File: src/rtl/imem_loader_if.sv
// imem_loader_if: byte-stream input, instruction-memory write port and core
// control/status outputs of the boot loader, bundled so the loader and its
// environment connect through one port.
interface imem_loader_if #(
  parameter int ADDR_W = 8
);
  logic              in_valid;
  logic [7:0]        in_data;
  logic              in_ready;
  logic              restart;
  logic              imem_we;
  logic [ADDR_W-1:0] imem_addr;
  logic [31:0]       imem_wdata;
  logic              core_rst;
  logic              done;
  logic              error;
  logic [15:0]       word_count;

  // Stream source / system side: drives bytes and restart, observes the loader.
  modport master (
    output in_valid, in_data, restart,
    input  in_ready, imem_we, imem_addr, imem_wdata, core_rst, done, error, word_count
  );

  // Loader side: consumes bytes, writes memory, controls the core reset.
  modport slave (
    input  in_valid, in_data, restart,
    output in_ready, imem_we, imem_addr, imem_wdata, core_rst, done, error, word_count
  );
endinterface

File: src/rtl/imem_loader.sv
// imem_loader: boot-time program loader. Parses a framed little-endian byte
// stream (LEN_LO, LEN_HI, 4*N payload bytes, CHK), writes each assembled
// 32-bit word to instruction memory and keeps the core in reset until the
// whole image has been written and its XOR checksum verified.
module imem_loader #(
  parameter int ADDR_W    = 8,
  parameter int MAX_WORDS = 256
) (
  input  logic          clk,
  input  logic          rst,
  imem_loader_if.slave  bus
);

  typedef enum logic [2:0] {
    LEN0,
    LEN1,
    DATA,
    CHECK,
    DONE,
    ERROR
  } state_t;

  localparam logic [16:0] MaxWordsC = 17'(MAX_WORDS);

  state_t            state_q;
  logic              in_ready_q;
  logic              we_q;
  logic [ADDR_W-1:0] addr_q;
  logic [31:0]       wdata_q;
  logic              core_rst_q;
  logic              done_q;
  logic              error_q;
  logic [15:0]       count_q;
  logic [15:0]       len_q;
  logic [7:0]        xor_q;
  logic [23:0]       asm_q;
  logic [1:0]        byte_cnt_q;

  logic              accept;
  logic [7:0]        xor_d;
  logic [15:0]       len_d;
  logic [31:0]       word_d;
  logic              oversize;
  logic              last_word;

  // A byte is consumed only when the loader advertises ready; the next
  // checksum, length and word values are all derived from that byte.
  assign accept    = bus.in_valid && in_ready_q;
  assign xor_d     = xor_q ^ bus.in_data;
  assign len_d     = {bus.in_data, len_q[7:0]};
  assign word_d    = {bus.in_data, asm_q};
  assign oversize  = {1'b0, len_d} > MaxWordsC;
  assign last_word = (count_q + 16'd1) == len_q;

  assign bus.in_ready   = in_ready_q;
  assign bus.imem_we    = we_q;
  assign bus.imem_addr  = addr_q;
  assign bus.imem_wdata = wdata_q;
  assign bus.core_rst   = core_rst_q;
  assign bus.done       = done_q;
  assign bus.error      = error_q;
  assign bus.word_count = count_q;

  // Frame parser: state, word assembly, checksum and all registered outputs.
  always_ff @(posedge clk or negedge rst) begin
    if (!rst) begin
      state_q    <= LEN0;
      in_ready_q <= 1'b1;
      we_q       <= 1'b0;
      addr_q     <= '0;
      wdata_q    <= '0;
      core_rst_q <= 1'b1;
      done_q     <= 1'b0;
      error_q    <= 1'b0;
      count_q    <= '0;
      len_q      <= '0;
      xor_q      <= '0;
      asm_q      <= '0;
      byte_cnt_q <= '0;
    end else begin
      we_q <= 1'b0;
      unique case (state_q)
        LEN0: begin
          if (accept) begin
            len_q[7:0] <= bus.in_data;
            xor_q      <= xor_d;
            state_q    <= LEN1;
          end
        end
        LEN1: begin
          if (accept) begin
            len_q <= len_d;
            xor_q <= xor_d;
            if (oversize) begin
              state_q    <= ERROR;
              error_q    <= 1'b1;
              in_ready_q <= 1'b0;
            end else if (len_d == 16'd0) begin
              state_q <= CHECK;
            end else begin
              state_q <= DATA;
            end
          end
        end
        DATA: begin
          if (accept) begin
            xor_q      <= xor_d;
            byte_cnt_q <= byte_cnt_q + 2'd1;
            asm_q      <= {bus.in_data, asm_q[23:8]};
            if (byte_cnt_q == 2'd3) begin
              we_q    <= 1'b1;
              addr_q  <= count_q[ADDR_W-1:0];
              wdata_q <= word_d;
              count_q <= count_q + 16'd1;
              if (last_word) begin
                state_q <= CHECK;
              end
            end
          end
        end
        CHECK: begin
          if (accept) begin
            xor_q      <= xor_d;
            in_ready_q <= 1'b0;
            if (xor_d == 8'h00) begin
              state_q    <= DONE;
              done_q     <= 1'b1;
              core_rst_q <= 1'b0;
            end else begin
              state_q <= ERROR;
              error_q <= 1'b1;
            end
          end
        end
        DONE, ERROR: begin
          if (bus.restart) begin
            state_q    <= LEN0;
            in_ready_q <= 1'b1;
            core_rst_q <= 1'b1;
            done_q     <= 1'b0;
            error_q    <= 1'b0;
            count_q    <= '0;
            addr_q     <= '0;
            len_q      <= '0;
            xor_q      <= '0;
            asm_q      <= '0;
            byte_cnt_q <= '0;
          end
        end
        default: begin
          state_q <= LEN0;
        end
      endcase
    end
  end

endmodule
File: src/flat_wrapper.sv
// flat-port wrapper written by rule: the top's interface ports become plain ports
module imem_loader_flat 
#(
  parameter int ADDR_W    = 8,
  parameter int MAX_WORDS = 256
)
  (clk, rst, bus_in_valid, bus_in_data, bus_restart, bus_in_ready, bus_imem_we, bus_imem_addr, bus_imem_wdata, bus_core_rst, bus_done, bus_error, bus_word_count);
  imem_loader_if #(.ADDR_W(ADDR_W)) bus_i ();
  input  logic clk;
  input  logic rst;
  input wire logic [$bits(bus_i.in_valid)-1:0] bus_in_valid;
  input wire logic [$bits(bus_i.in_data)-1:0] bus_in_data;
  input wire logic [$bits(bus_i.restart)-1:0] bus_restart;
  output wire logic [$bits(bus_i.in_ready)-1:0] bus_in_ready;
  output wire logic [$bits(bus_i.imem_we)-1:0] bus_imem_we;
  output wire logic [$bits(bus_i.imem_addr)-1:0] bus_imem_addr;
  output wire logic [$bits(bus_i.imem_wdata)-1:0] bus_imem_wdata;
  output wire logic [$bits(bus_i.core_rst)-1:0] bus_core_rst;
  output wire logic [$bits(bus_i.done)-1:0] bus_done;
  output wire logic [$bits(bus_i.error)-1:0] bus_error;
  output wire logic [$bits(bus_i.word_count)-1:0] bus_word_count;
  assign bus_i.in_valid = bus_in_valid;
  assign bus_i.in_data = bus_in_data;
  assign bus_i.restart = bus_restart;
  assign bus_in_ready = bus_i.in_ready;
  assign bus_imem_we = bus_i.imem_we;
  assign bus_imem_addr = bus_i.imem_addr;
  assign bus_imem_wdata = bus_i.imem_wdata;
  assign bus_core_rst = bus_i.core_rst;
  assign bus_done = bus_i.done;
  assign bus_error = bus_i.error;
  assign bus_word_count = bus_i.word_count;
  imem_loader #(.ADDR_W(ADDR_W), .MAX_WORDS(MAX_WORDS)) u_core (.clk(clk), .rst(rst), .bus(bus_i));
endmodule
File: config.mk
export PLATFORM = sky130hd
export DESIGN_NAME = imem_loader_flat
export DESIGN_NICKNAME = d
export VERILOG_FILES = /design/src/rtl/imem_loader_if.sv /design/src/rtl/imem_loader.sv /design/src/flat_wrapper.sv
export SDC_FILE = /design/constraint.sdc
export NUM_CORES = 1
export LEC_CHECK = 0
export CAP_MARGIN = 20
export CORE_MARGIN = 2
export CORE_UTILIZATION = 40
export DETAILED_ROUTE_END_ITERATION = 8
export PLACE_DENSITY = 0.62
export SYNTH_ARGS = -nofsm -noshare
export SYNTH_HDL_FRONTEND = slang
export SYNTH_SLANG_ARGS = --single-unit
File: constraint.sdc
create_clock -name clk -period 2.1 [get_ports clk]
set_input_delay 0.21 -clock clk [delete_from_list [all_inputs] [get_ports clk]]
set_output_delay 0.21 -clock clk [all_outputs]
set_load 0.1 [all_outputs]
* Word level (Yosys, flattened, before mapping)
Cells that the tools add are included.
** Cells by class
- Add/sub/neg operators :: 2
- $lt $le $gt $ge :: 1
- Eq/ne operators :: 18
- Muxes and demuxes :: 51
- Bitwise operators :: 2
- Reductions and logical operators :: 22
** Operators by type and width (number)
- $mux W16 :: 4
- $mux W24 :: 2
- $pmux W24 S2 :: 1
- $pmux W8 S2 :: 3
- $mux W8 :: 5
- $pmux W16 S2 :: 1
- $mux W3 :: 8
- $pmux W8 S3 :: 1
- $mux W1 :: 18
- $ne A2 B1 Y1 const B :: 9
- $add A16 B1 Y16 const B :: 1
- $eq A16 B16 Y1 :: 1
- $gt A16 B9 Y1 const B :: 1
- $logic_not A16 Y1 :: 1
- $pmux W3 S5 :: 1
- $reduce_and A3 Y1 :: 4
- $reduce_and A4 Y1 :: 3
- $reduce_bool A2 Y1 :: 5
- $logic_not A8 Y1 :: 1
- $xor A8 B8 Y8 :: 1
- $reduce_and A7 Y1 :: 1
- $eq A3 B2 Y1 const B :: 2
- $eq A3 B3 Y1 const B :: 2
- $pmux W1 S3 :: 2
- 15 further kinds :: 18
** Storage, ports and cells
- Flip-flop bits (word level) :: 114

* Logic depth before layout (Yosys ltp)
Gate-level depths: netlist of the first run.
- Word-level depth :: 6
- Gate-level depth with buffers :: 8
- Gate-level depth less buffers :: 7

* Worst setup path before layout of the first run
OpenSTA, ideal clock, no wires.
- Path type :: reg2reg
- Start point :: reg u_core.count_q[0] (netlist: u_core.bus.word_count[0])
- End point :: reg u_core.state_q[0]
- Setup time :: 120 ps
- Data arrival time :: 2816 ps
- Setup slack :: -837 ps
- Stages on the path, launching flop included :: 8
- Cells stage by stage :: dfrtp_1 > ha_1 > nand4_1 > nor4_4 > mux2_1 > a221oi_1 > o21ai_0 > a41o_1
** On the way
- Longest elaborated chain between the ends :: 4
** Ends and longest elaborated chain
- start: declaration :: RTL line imem_loader.sv:33 : logic [15:0] count_q;
- start signal: assignment :: RTL line imem_loader.sv:114 : count_q <= count_q + 16'd1;
- $add A16 B1 Y16 :: RTL line imem_loader.sv:53 : assign last_word = (count_q + 16'd1) == len_q;
- $eq A16 B16 Y1 :: RTL line imem_loader.sv:53
- $ne A2 B1 Y1 (no line)
- $reduce_and A7 Y1 (no line)
- end signal: assignment :: RTL line imem_loader.sv:67 : state_q <= LEN0;
- end signal: assignment :: RTL line imem_loader.sv:87 : state_q <= LEN1;
- end signal: assignment :: RTL line imem_loader.sv:95 : state_q <= ERROR;
- end: declaration :: RTL line imem_loader.sv:25 : state_t state_q;
Every way passes these cells.
A chain may end at the register's enable or synchronous reset.

* Worst setup path after layout of the first run
- Start point :: reg u_core.count_q[1] (netlist: u_core.bus.word_count[1])
- End point :: reg u_core.state_q[0]
Same word-level chain as after synthesis.

==> impl_metrics.csv, run 1 <==
group,metric,value,unit
timing,relSlewSlack,63.8,%
critical_path,critPathMaxFanout,5,
clocking,clk_latency,0.42,ns
timing,post-route-min-period,1.98,ns
yosys,yosysSeqAreaShare,53.9,%
pwr,p_leak,3.38,nW
pwr,p_per_area,763,nW/um^2
timing,finalHoldViolCount,0,
grt,gr-total-overflow,0,
placed_design,routabilityCongestion,0.909,
layout,antennaDiodeCount,0,
floorplan,dieHeight,119,um
yosys,synth_fp_nets,612,
floorplan,initial_utilization,40.5,%
floorplan,core,13100,um^2
detailed_routing,first_iter_violations,207,
layout,drive_above_1_share,23.4,%
timing,worst_pin_slew,0.542,ns
placed_design,dp.cells,847,
layout,fillCellCount,1207,
clocking,cts-root-buf,"clkbuf_16",
layout,final_cells,880,
pwr,peakVddDrop,515,uV
critical_path,startpoint_type,"flop",
yosys,synth_seq_cells,114,
placed_design,placed_cell_area,6290,um^2
critical_path,arrival,2.29,ns
grt,grt_pass1_wl,22.4,mm
grt,grt_max_degree,66,
clocking,cts_max_level,4,
yosys,synth_edf_count,0,
yosys,synth_cell_types,53,
detailed_routing,vias,4457,
yosys,netlist_instances,598,
detailed_routing,routedWlPerCell,15.1,um
detailed_routing,drc,0,
critical_path,end_kind,"flop",
yosys,syn_area,5300,um^2
layout,final_cell_area,6910,um^2
timing,clock.fmax,0.505,GHz
grt,antenna_found_initial,0,
detailed_routing,ant_nets,0,
clocking,clockBufferDepth,2,
yosys,yosysWarnings,0,
hold_path,hp-class,"in -> async",
detailed_routing,routed_via_density,5.06,
floorplan,io_pins,73,
timing,post-route-period-util,94.2,%
detailed_routing,wl,13.3,mm
clocking,cts_made_buffers,17,
layout,final_cell_mix,"221 x nand2_1, 98 x dfrtp_1, 93 x buf_4",
timing,finalSetupViolCount,0,
floorplan,die_w,119,um
floorplan,rows,42,
outcome,status,"finished clean",
layout,nNetsFinal,705,
placed_design,place_hpwl,9.27,mm
job,maxCapViolCount,0,
grt,grtUsageTotal,20.1,%
critical_path,path_class,"reg -> reg",
layout,utilization,52.8,%
yosys,ys.flop_type,"dfrtp_1",
yosys,synth-async-reset-ratio,100,%
clocking,cts.sinks,114,
timing,maxSlewViolCount,0,
clocking,tritoncts,"built",
critical_path,cp.required,2.41,ns
clocking,cts_setup_buffers,0,
detailed_routing,drtPass1Iterations,5,
floorplan,die_area,14200,um^2
layout,syn_to_final_growth,30.3,%
grt,grt_pass1_vias,4505,
placed_design,io_buffers,72,
layout,final_common_cell,"nand2_1",
timing,grt_setup_unrepaired,"yes",
timing,fin_worst_skew,0.00640,ns
yosys,synth_area_per_cell,8.86,um^2
clocking,path_clk_slew,0.06,ns
through the flow:
step / setup slack, ns / power [W] / hold slack (ns) / TNS (ns)
2_1_floorplan: -0.128 / 0.00226 / -0.0856 / -0.128
3_3_place_gp: 0.0943 / 0.00236 / 0.197 / 0
3_5_place_dp: 0.112 / 0.00237 / 0.205 / 0
4_1_cts: 0.121 / 0.00533 / 0.297 / 0
5_1_grt: -0.0177 / 0.00543 / 0.331 / -0.0177
6_report: 0.121 / 0.00527 / 0.297 / 0
final timing paths:
check,cells past startpoint,slack (ns),start,to
max in group asynchronous,3,1.07,rst,u_core.bus.in_ready
setup reg to reg,7,0.12,u_core.bus.word_count[1],u_core.state_q[0]
hold / removal,2,0.30,rst,u_core.bus.imem_wdata[4]
setup / recovery,7,0.12,u_core.bus.word_count[1],u_core.state_q[0]
hold reg to reg,2,0.47,u_core.asm_q[2],u_core.bus.imem_wdata[2]
min in group clk,2,0.47,u_core.asm_q[2],u_core.bus.imem_wdata[2]
flip-flops by register name, indices dropped and copies added (netlist names):
name                   count
u_core.asm_q              24
u_core.bus.core_rst        1
u_core.bus.done            1
u_core.bus.error           1
u_core.bus.imem_addr       8
u_core.bus.imem_wdata     32
u_core.bus.imem_we         1
u_core.bus.in_ready        1
u_core.bus.word_count     16
u_core.byte_cnt_q          2
u_core.len_q              16
u_core.state_q             3
u_core.xor_q               8
area by class of cell:
class,count,area [um^2],share of cell area [%]
clock inverters,15,180,2.61
well taps,176,220,3.19
flip-flops and latches,114,2900,42.0
repair buffers,107,868,12.6
clock buffers,17,425,6.16
inverters,6,22.5,0.326
multi-input cells,445,2290,33.1
Yosys cell counts (4+ instances only):
library cell | number | area (um^2)
o21ai_1 | 4 | 20.0
o31ai_1 | 6 | 45.0
nor4_1 | 7 | 43.8
xor2_1 | 10 | 87.6
inv_1 | 4 | 15.0
xnor2_1 | 20 | 175
nor3_1 | 6 | 30.0
a21oi_1 | 6 | 30.0
dfrtp_1 | 112 | 2800
nand3_1 | 22 | 110
o21ai_0 | 79 | 395
a31oi_1 | 4 | 25.0
clkbuf_1 | 21 | 78.8
and2_1 | 4 | 25.0
nand2_1 | 222 | 833
nor2_1 | 18 | 67.6
metal layers:
layer | global-route usage [%] | wire length, um | part of all wire [%] | vias up
li1 | - | - | - | 2180
met1 | 27.2 | 6140 | 46 | 2136
met2 | 30.6 | 6320 | 48 | 128
met3 | 5.84 | 697 | 5.2 | 13
met4 | 7.59 | 140 | 1.1 | 0
met5 | 0 | 0 | 0 | -
kinds of logic after synthesis:
group	Yosys count	synth area share, %
simple gates	301	25.0
xor+xnor	30	4.96
compound gates	109	11.3
buf+inv	39	3.82
flops	114	53.9
mux	3	0.637
fa+ha+maj	2	0.472
power breakdown:
part           internal [W]  switching, W
clock               0.00187       0.00107
sequential          0.00220    0.00000189
combinational     0.0000437     0.0000793
total               0.00411       0.00116
critical path, cell delays in order (launching register included):
cell	delay (ns)
dfrtp_4	0.46
ha_4	0.15
nand4_1	0.18
nor4_4	0.25
mux2_4	0.33
a221oi_2	0.23
o21ai_1	0.09
a41o_1	0.18
repair_timing:
action	4_1_cts	5_1_grt
gates resized for setup	0	1
endpoints found under the setup margin	0	1
endpoints found under the hold margin	35	0
hold buffers	1	0
(Power assumes the default switching activity.)
==> inputs of run 2 (changes only) <==
--- a/config.mk
+++ b/config.mk
@@ -5,6 +5,7 @@
 export SDC_FILE = /design/constraint.sdc
 export NUM_CORES = 1
 export LEC_CHECK = 0
+export ABC_AREA = 1
 export CAP_MARGIN = 20
 export CORE_MARGIN = 2
 export CORE_UTILIZATION = 40
==> run 2 against run 1 <==
  * Area after synthesis rose by 1.6%
  * Clock-buffer cell count grew 1
  * Via count rose by 2.9%
  * Cell area down 0.24%
  * Largest power group is now combinational cells
  * Highest routed layer unchanged
==> impl_metrics.csv, run 2 <==
group,metric,value,unit
yosys,yosysWarnings,0,
timing,fin_ws,0.167,ns
clocking,clk_latency,0.42,ns
timing,clock.fmax,0.517,GHz
critical_path,path_buf_inv,1,
yosys,syn_area,5390,um^2
clocking,cts.sinks,114,
yosys,yosysTopAreaCell,"dfrtp_1",
yosys,synthSimpleGateAreaFrac,24.8,%
yosys,yosysSeqAreaShare,53.0,%
detailed_routing,routedWlPerCell,14.4,um
floorplan,die_w,120,um
critical_path,slowest_delay,0.40,ns
floorplan,dieHeight,120,um
floorplan,rows,42,
yosys,yosysMostFrequentCell,"nand2_1",
layout,drive_above_1_share,20.2,%
yosys,muxShareOfSynthArea,0,%
critical_path,path_class,"reg -> reg",
detailed_routing,m1WireLength,6.46,mm
detailed_routing,drtPass1Iterations,5,
timing,relSlewSlack,61.7,%
layout,nNetsFinal,754,
critical_path,slowest_stage,"dfrtp_2",
yosys,synthTopCellsByArea,"dfrtp_1 52%, nand2_1 12%, inv_1 5.9%",
detailed_routing,top_layer,"met4",
critical_path,worstPathCellList,"ha_2 > nand2_2 > nor2_4 > nand4_1 > buf_4 > nand3_1 > nand2_1 > nand2_1 > nor2_1 > nand3_1 > nand2_1 > nand3_1 > nand2_1",
layout,syn_to_final_growth,28.0,%
clocking,path_clk_slew,0.05,ns
detailed_routing,route.met3.wl,657,um
pwr,p_leak,3.31,nW
critical_path,path_depth,13,
floorplan,core,13200,um^2
placed_design,place_hpwl,9.62,mm
critical_path,arrival,2.23,ns
grt,gr-total-overflow,0,
yosys,synth_top_family_by_area,"simple AND/OR/NAND/NOR gates",
yosys,yosysTopAreaCellShare,52.0,%
timing,maxSlewViolCount,0,
layout,antennaDiodeCount,0,
critical_path,cp.required,2.40,ns
pwr,power.total,0.0121,W
pwr,peakVddDrop,1070,uV
yosys,ys.flop_type,"dfrtp_1",
yosys,synth_xor_xnor_area_share,1.46,%
clocking,clockBufferDepth,2,
grt,grt_pass1_vias,4571,
critical_path,crit_family,"simple AND/OR/NAND/NOR gates",
critical_path,end_kind,"flop",
clocking,cts_made_buffers,17,
detailed_routing,first_iter_violations,289,
detailed_routing,wl_met2,6.01,mm
floorplan,die_area,14400,um^2
critical_path,cp_common_cell,"nand2_1",
timing,finalSetupViolCount,0,
detailed_routing,wl,13.3,mm
grt,grt_pass1_wl,22.3,mm
floorplan,initial_utilization,40.8,%
grt,grt_max_degree,53,
yosys,synth_fp_nets,665,
grt,grtUsageTotal,19.9,%
layout,fillCellCount,1249,
timing,grt_setup_unrepaired,"yes",
layout,largest_register_ffs,32,
timing,fin_worst_skew,0.00571,ns
detailed_routing,ant_nets,0,
clocking,tritoncts,"built",
yosys,synth.top_cells.by_count,"169 x nand2_1, 112 x dfrtp_1, 85 x inv_1",
floorplan,io_pins,73,
critical_path,worstRegToRegCells,13,
timing,hold_ws,0.303,ns
grt,antenna_found_initial,0,
placed_design,pre_cts_ws,0.0482,ns
critical_path,startpoint_type,"flop",
pwr,p_per_area,1750,nW/um^2
clocking,cts_max_level,4,
timing,finalHoldViolCount,0,
yosys,synth-async-reset-ratio,100,%
timing,worst_pin_slew,0.574,ns
layout,utilization,52.2,%
layout,final_cell_mix,"168 x nand2_1, 99 x dfrtp_1, 85 x inv_1",
yosys,synth_cell_types,34,
yosys,synth_seq_cells,114,
clocking,cts-root-buf,"clkbuf_16",
hold_path,hp-class,"in -> async",
yosys,synthAdderAreaFrac,0.465,%
detailed_routing,vias,4585,
detailed_routing,routed_via_density,4.94,
yosys,synth_compound_area_share,12.3,%
timing,post-route-min-period,1.93,ns
layout,final_common_cell,"nand2_1",
placed_design,routabilityCongestion,0.907,
yosys,synth_area_per_cell,8.27,um^2
outcome,status,"finished clean",
job,maxCapViolCount,0,
yosys,netlist_instances,651,
critical_path,critPathMaxFanout,6,
placed_design,io_buffers,72,
detailed_routing,drc,0,
timing,post-route-period-util,92.1,%
yosys,synth_edf_count,0,
-- run 2: changes by cell type after synthesis, moves of 12 or more --
cell and change:
nand2_1 -53, clkbuf_1 -18, o21ai_1 +39, xnor2_1 -12, nor2_1 +20, o21ai_0 -37
nand3_1 +34, inv_1 +81, nand4_1 +14, o22ai_1 +24
-- run 2: worst register-to-register path: stages (launching register included) --
cell     delay (ns)
dfrtp_2        0.40
ha_2           0.21
nand2_2        0.09
nor2_4         0.22
nand4_1        0.16
buf_4          0.17
nand3_1        0.07
nand2_1        0.08
nand2_1        0.07
nor2_1         0.04
nand3_1        0.11
nand2_1        0.08
nand3_1        0.07
nand2_1        0.05
-- run 2: timing repair --
item,in CTS,in global routing
gates resized for setup,0,7
hold buffers,1,0
endpoints found under the setup margin,0,3
endpoints found under the hold margin,25,0
buffers inserted,0,4
-- run 2: layout make-up --
class	instances	area [um^2]	share of cell area [%]
Clock buffer	18	439	6.37
Clock inverter	14	155	2.25
Inverter	89	339	4.92
Multi-Input combinational cell	431	2120	30.8
Sequential cell	114	2870	41.7
Tap cell	176	220	3.20
Timing Repair Buffer	87	743	10.8
-- run 2: path summary, 6_finish.rpt --
kind / from / endpoint / slack, ns
max: u_core.bus.word_count[1] / u_core.state_q[1] / 0.17
min: rst / u_core.bus.word_count[10] / 0.30
max reg2reg: u_core.bus.word_count[1] / u_core.state_q[1] / 0.17
min reg2reg: u_core.bus.imem_addr[4] / u_core.bus.imem_addr[4] / 0.49
max in group asynchronous: rst / u_core.bus.imem_wdata[1] / 1.10
min in group clk: u_core.bus.imem_addr[4] / u_core.bus.imem_addr[4] / 0.49
-- run 2: kinds of logic (layout without fill, tap and decap cells) --
logic type,Yosys count,count (layout)
xor+xnor,9,9
fa+ha+maj,2,2
simple gates,299,299
compound gates,121,121
buf+inv,106,208
flops,114,114
-- run 2: where the power goes --
part | internal [W] | switching, W
Sequential | 0.00287 | 0.000462
Combinational | 0.00137 | 0.00451
Clock | 0.00179 | 0.00109
-- run 2: layer usage --
| metal | vias up | track usage, % |
|---|---|---|
| met5 | - | 0 |
| met1 | 2136 | 27.7 |
| li1 | 2319 | - |
| met2 | 111 | 30.6 |
| met3 | 19 | 4.90 |
| met4 | 0 | 6.84 |
-- run 2: per-stage QoR --
stage / TNS, ns / std cells / instance area [um^2]
2_1_floorplan: 0 / 651 / 5400
3_3_place_gp: 0 / 892 / 6240
3_5_place_dp: 0 / 892 / 6240
4_1_cts: 0 / 925 / 6840
5_1_grt: -0.00787 / 929 / 6890
6_report: 0 / 929 / 6890
